`src/rtl/fir_decim_mc.sv`:
```
// fir_decim_mc: time-multiplexed multi-channel decimating FIR filter with
// runtime-loadable coefficients, round-half-up, output saturation and sticky overflow.
module fir_decim_mc #(
    parameter int IW       = 16,
    parameter int CW       = 16,
    parameter int TAPS     = 32,
    parameter int CHANNELS = 2,
    parameter int DECIM    = 6
) (
    input  logic                     clk,
    input  logic                     reset,
    input  logic                     i_in_valid,
    output logic                     o_in_ready,
    input  logic [CHANNELS*IW-1:0]   i_in_data,
    output logic                     o_out_valid,
    input  logic                     i_out_ready,
    output logic [CHANNELS*IW-1:0]   o_out_data,
    input  logic                     i_coef_we,
    input  logic [$clog2(TAPS)-1:0]  i_coef_addr,
    input  logic [CW-1:0]            i_coef_data,
    output logic                     o_coef_err,
    output logic                     o_overflow
);
    localparam int AW   = $clog2(TAPS);
    localparam int PW   = (DECIM > 1) ? $clog2(DECIM) : 1;
    localparam int PRW  = IW + CW;
    localparam int ACCW = IW + CW + AW;
    localparam logic signed [ACCW-1:0] RND_HALF = ACCW'(2 ** (CW - 2));
    localparam logic signed [ACCW-1:0] SAT_MAX  = ACCW'(2 ** (IW - 1) - 1);
    localparam logic signed [ACCW-1:0] SAT_MIN  = ~SAT_MAX;

    typedef enum logic [1:0] {
        S_IDLE  = 2'd0,
        S_MAC   = 2'd1,
        S_ROUND = 2'd2,
        S_OUT   = 2'd3
    } state_t;

    state_t                  r_state;
    logic [AW-1:0]           r_wp;
    logic [AW-1:0]           r_k;
    logic [PW-1:0]           r_ph;
    logic signed [IW-1:0]    r_x    [CHANNELS][TAPS];
    logic signed [CW-1:0]    r_coef [TAPS];
    logic signed [ACCW-1:0]  r_acc  [CHANNELS];
    logic [CHANNELS*IW-1:0]  r_sat;
    logic                    r_clamp;

    logic                    w_accept;
    logic                    w_trigger;
    logic [AW-1:0]           w_rd_idx;
    logic signed [PRW-1:0]   w_prod [CHANNELS];
    logic signed [ACCW-1:0]  w_rnd  [CHANNELS];
    logic [CHANNELS*IW-1:0]  w_sat;
    logic                    w_clamp;

    assign w_accept  = i_in_valid & o_in_ready;
    assign w_trigger = w_accept & (r_ph == PW'(DECIM - 1));
    // Tap k reads x[n-k]; wp already points one past the newest sample.
    assign w_rd_idx  = r_wp - AW'(1) - r_k;

    // One multiplier per channel, shared across taps.
    always_comb begin
        for (int c = 0; c < CHANNELS; c++) begin
            w_prod[c] = PRW'(r_x[c][w_rd_idx]) * PRW'(r_coef[r_k]);
        end
    end

    // Round half toward +inf, then clamp to the output sample range.
    always_comb begin
        w_sat   = '0;
        w_clamp = 1'b0;
        for (int c = 0; c < CHANNELS; c++) begin
            w_rnd[c] = (r_acc[c] + RND_HALF) >>> (CW - 1);
            if (w_rnd[c] > SAT_MAX) begin
                w_sat[c*IW +: IW] = SAT_MAX[IW-1:0];
                w_clamp           = 1'b1;
            end else if (w_rnd[c] < SAT_MIN) begin
                w_sat[c*IW +: IW] = SAT_MIN[IW-1:0];
                w_clamp           = 1'b1;
            end else begin
                w_sat[c*IW +: IW] = w_rnd[c][IW-1:0];
            end
        end
    end

    // Control FSM with sample ring buffers, coefficient table, accumulators and outputs.
    always_ff @(posedge clk or posedge reset) begin
        if (reset) begin
            r_state     <= S_IDLE;
            r_wp        <= '0;
            r_k         <= '0;
            r_ph        <= '0;
            r_sat       <= '0;
            r_clamp     <= 1'b0;
            o_in_ready  <= 1'b1;
            o_out_valid <= 1'b0;
            o_out_data  <= '0;
            o_coef_err  <= 1'b0;
            o_overflow  <= 1'b0;
            for (int t = 0; t < TAPS; t++) begin
                r_coef[t] <= '0;
            end
            for (int c = 0; c < CHANNELS; c++) begin
                r_acc[c] <= '0;
                for (int t = 0; t < TAPS; t++) begin
                    r_x[c][t] <= '0;
                end
            end
        end else begin
            o_coef_err <= i_coef_we & (r_state != S_IDLE);
            case (r_state)
                S_IDLE: begin
                    if (i_coef_we) begin
                        r_coef[i_coef_addr] <= i_coef_data;
                    end
                    if (w_accept) begin
                        for (int c = 0; c < CHANNELS; c++) begin
                            r_x[c][r_wp] <= i_in_data[c*IW +: IW];
                        end
                        r_wp <= r_wp + AW'(1);
                        r_ph <= (r_ph == PW'(DECIM - 1)) ? '0 : r_ph + PW'(1);
                        if (w_trigger) begin
                            r_state    <= S_MAC;
                            o_in_ready <= 1'b0;
                            r_k        <= '0;
                            for (int c = 0; c < CHANNELS; c++) begin
                                r_acc[c] <= '0;
                            end
                        end
                    end
                end
                S_MAC: begin
                    for (int c = 0; c < CHANNELS; c++) begin
                        r_acc[c] <= r_acc[c] + ACCW'(w_prod[c]);
                    end
                    r_k <= r_k + AW'(1);
                    if (r_k == AW'(TAPS - 1)) begin
                        r_state <= S_ROUND;
                    end
                end
                S_ROUND: begin
                    r_sat   <= w_sat;
                    r_clamp <= w_clamp;
                    r_state <= S_OUT;
                end
                S_OUT: begin
                    if (!o_out_valid) begin
                        o_out_data  <= r_sat;
                        o_out_valid <= 1'b1;
                        if (r_clamp) begin
                            o_overflow <= 1'b1;
                        end
                    end else if (i_out_ready) begin
                        o_out_valid <= 1'b0;
                        o_in_ready  <= 1'b1;
                        r_state     <= S_IDLE;
                    end
                end
                default: begin
                    r_state     <= S_IDLE;
                    o_in_ready  <= 1'b1;
                    o_out_valid <= 1'b0;
                end
            endcase
        end
    end

endmodule

```
`config.mk`:
```
export PLATFORM = sky130hd
export DESIGN_NAME = fir_decim_mc
export DESIGN_NICKNAME = d
export VERILOG_FILES = /design/src/rtl/fir_decim_mc.sv
export SDC_FILE = /design/constraint.sdc
export NUM_CORES = 2
export LEC_CHECK = 0
export ABC_AREA = 1
export BUFFER_PORTS_ARGS = -buffer_cell sky130_fd_sc_hd__buf_2
export CORE_UTILIZATION = 48
export DETAILED_ROUTE_END_ITERATION = 10
export HOLD_SLACK_MARGIN = 0.15
export PLACE_DENSITY = 0.59
export SYNTH_ARGS = -nofsm -noshare
export SYNTH_HDL_FRONTEND = slang
export SYNTH_SLANG_ARGS = --single-unit
export TNS_END_PERCENT = 50
```
`constraint.sdc`:
```
create_clock -name clk -period 85.5 [get_ports clk]
set_clock_uncertainty 0.1 [all_clocks]
set_input_delay 0 -clock clk [delete_from_list [all_inputs] [get_ports clk]]
set_output_delay 0 -clock clk [all_outputs]
set_load 0.01 [all_outputs]
```
==> summary.md <==
| Metric | Value |
|---|---|
| Status | finished, final reports clean |
| # nets final | 12.6k |
| Synth area leaders | dfrtp_1 (42%), fa_1 (13%), nand2_1 (13%) |
| Fin crit share | a little over an eighth |
| Worst rel slew slack | 12.4% |
| CP max-delay cell | dfrtp_4 |
| Worst skew pair latency | between 0.8 and 0.9 ns |
| Avg Cell Area, Syn | 8.30 um^2 |
| Final hold vios | 0 |
| Arrival @ worst endpoint | 11.82 ns |
| DPL Wire Length | 191 mm |
| Cell variety after synth | 50 |
| Register area share after synthesis | a little over two fifths |
| Final setup fails | 0 |
| Max-slew violations | 0 |
| Via Count | just over 80k |
| Final min period | 11.24 ns |
| Die area | 210000 um^2 |
| Synth Register Bits | 1694 |
| Mux contribution to synthesized area | less than 1% |
| Clock sink total | 1694 |
| Row cnt | roughly 170 |
| Setup WS post-layout | 74.26 ns |
| Xor and xnor area share after synthesis | 0.454% |
| FFs w/ async S/R, synth | 100% |
| Initial antenna violation count | 4 |
| Root Buffer | clkbuf_16 |
| Fmax | 0.0889 GHz |
| Max stage delay on crit path | 0.78 ns |
| Synth Cell Area | 99800 um^2 |
| DR DRC count | 0 |
| Dpl ws | approximately 74 ns |
| Req. time, crit path | 86.08 ns |
| Final wirelength | between 300 and 400 mm |
| Pre-antenna DRT Iters | 7 |
| Commonest non-fill, non-tap cells in the layout | nand2_1 (3362), o21ai_0 (1876), dfrtp_1 (1690), inv_1 (957), nand3_1 (923) |
| Post-Syn Instances | 12.0k |
| CTS clk-pin slew, worst paths | approximately 0.060 ns |
| Nature of the critical path startpoint | flip-flop |
| CTS tree | yes |
| Simple-gate share of the synthesized area | 20.6% |
| Critical-path maximum fanout | 120 |
| Crit end category | flip-flop |
| Die H | 458 um |
| Area Growth Syn to Fin | 8.72% |
| Post-DR vias/cell | 5.70 |
| Share of cells above drive strength 1 | 5.55% |
| Post-cts resize count | 0 |
| Starting Density | 48.3% |
| Synth Area in Compound Gates | 13.3% |
| H-tree level count | 4 |
| Tot GR Track Use | a little over 30% |
| Global route overflow | 0 |
| CP Class | flip-flop to flip-flop |
| Yosys warns | 0 |
| Core ar. | 207000 um^2 |
| Largest net degree at the start of global routing | 168 |
| # Max-Cap Violations | 0 |
| CTS max path bufs | 3 |
| R2r worst-path depth | 35 |
| Post-synth EDFFs | 0 |
| Die width | 458 um |
| Syn_nets | 13.0k |
| Most common cell after layout, fill and taps aside | nand2_1 |
| First-pass GRT wire length | 496 mm |
| Post-route ant nets | 0 |
| Post-synth top area share | 42.4% |
| Yosys top cell by area | dfrtp_1 |
| GP Congestion | 0.918 |
| Vias in the first global route | slightly above 80k |
| HP Class | primary input to flip-flop |
| RSZ-0062 raised after global routing | false |
| Synth Area in Adders | between 15 and 20% |
| Num CTS Buffers | between 150 and 200 |
| Num ports | 94 |
| Total negative slack | 0 ns |
| WHS Path Cells | 6 |
| Worst slew pin tran | 1.31 ns |
| Dominant synthesized flop cell | dfrtp_1 |
| Port Buffers | 93 |
| WL/cell | 21.9 um |
| Iter 0 DRT Violations | approximately 8.4k |
| Main combinational cell family by area after synthesis | simple AND/OR/NAND/NOR gates |
## state kept, by name, indices dropped and copies added (netlist names)
register     cells
o_out_valid      1
r_coef         512
r_wp             5
r_clamp          1
o_overflow       1
o_out_data      32
o_in_ready       1
r_state          2
r_x           1024
r_k              5
o_coef_err       1
r_ph             3
r_acc           74
r_sat           32
## final timing paths
check / from / to / slack [ns]
setup / recovery: r_k[0]$_DFFE_PP0P_ / r_acc[57]$_DFFE_PP0P_ / 74.26
hold / removal: i_in_valid / r_ph[0]$_DFFE_PP0P_ / 0.21
setup reg to reg: r_k[0]$_DFFE_PP0P_ / r_acc[57]$_DFFE_PP0P_ / 74.26
hold reg to reg: r_coef[109]$_DFFE_PP0P_ / r_coef[109]$_DFFE_PP0P_ / 0.38
max in group asynchronous: reset / r_x[241]$_DFFE_PP0P_ / 80.43
min in group asynchronous: reset / r_x[842]$_DFFE_PP0P_ / 0.43
## cell usage after synthesis (3+ instances only)
cell and number:
a21boi_0 5, a21o_1 14, a21oi_1 235, a221o_1 20, a22o_1 10, a22oi_1 4, a31oi_1 42, a32o_1 11
a32oi_2 14, a32oi_4 8, buf_1 43, buf_2 163, buf_4 20, clkbuf_1 608, clkbuf_2 3, clkinv_1 4
dfrtp_1 1693, fa_1 639, ha_1 232, inv_1 959, inv_2 37, mux2_2 32, nand2_1 3391, nand3_1 925
nand3b_1 4, nand4_1 18, nor2_1 713, nor2_2 5, nor3_1 37, nor4_1 4, o211ai_1 26, o21ai_0 1877
o21ai_1 17, o21ai_2 6, o21ai_4 3, o21bai_1 9, o221ai_1 33, o22ai_1 83, o31ai_1 11, or2_2 15
xnor2_1 16, xor2_1 32
## cells by family after synthesis
group / count (synthesis)
fa+ha+maj: 871
buf+inv: 1838
mux: 32
simple gates: 5114
xor+xnor: 50
flops: 1694
compound gates: 2433
## worst max-delay path: cells and delay by family, from the launching register on
kind,cells,cell delay (ns)
and+or+nand+nor,10,2.03
buffers and inverters,11,2.83
DFF,1,0.78
AOI/OAI and AO/OA,5,0.75
adders and majority gates,9,4.24
## final cells by class
| cell class | instances | area (um^2) |
|---|---|---|
| antenna | 1 | 2.50 |
| clock buffer | 286 | 5640 |
| clock inverter | 38 | 523 |
| fill | 19500 | 98300 |
| inverter | 1001 | 3790 |
| multi-input combinational | 8500 | 50600 |
| sequential | 1694 | 42400 |
| tap | 2704 | 3380 |
| timing repair buffer | 281 | 2200 |
## layer usage
layer | track usage [%] | vias up | part of all wire [%]
met5 | 0 | - | 0
met1 | 44.5 | 41100 | 44
li1 | - | 37900 | -
met3 | 5.05 | 523 | 7.8
met4 | 10.4 | 0 | 3.5
met2 | 46.4 | 3163 | 44
## timing repair
item | 4_1_cts | 5_1_grt
setup buffers | 0 | 0
hold buffers | 76 | 0
hold endpoints to repair | 1809 | 0
## metrics by stage
| stage | utilization (%) | cells | instance area (um^2) | hold slack [ns] |
|---|---|---|---|---|
| floorplan | - | 12000 | 99800 | 0.00102 |
| global placement | 49.1 | 14100 | 102000 | 0.117 |
| detailed placement | 49.1 | 14100 | 102000 | 0.123 |
| CTS | 52.5 | 14500 | 109000 | 0.161 |
| global route | 52.5 | 14500 | 109000 | 0.239 |
| finish | 52.5 | 14500 | 109000 | 0.210 |
Power is left out: the tool's default activity adds up to more than one toggle a clock period on the data nets, which glitch-free logic cannot reach.
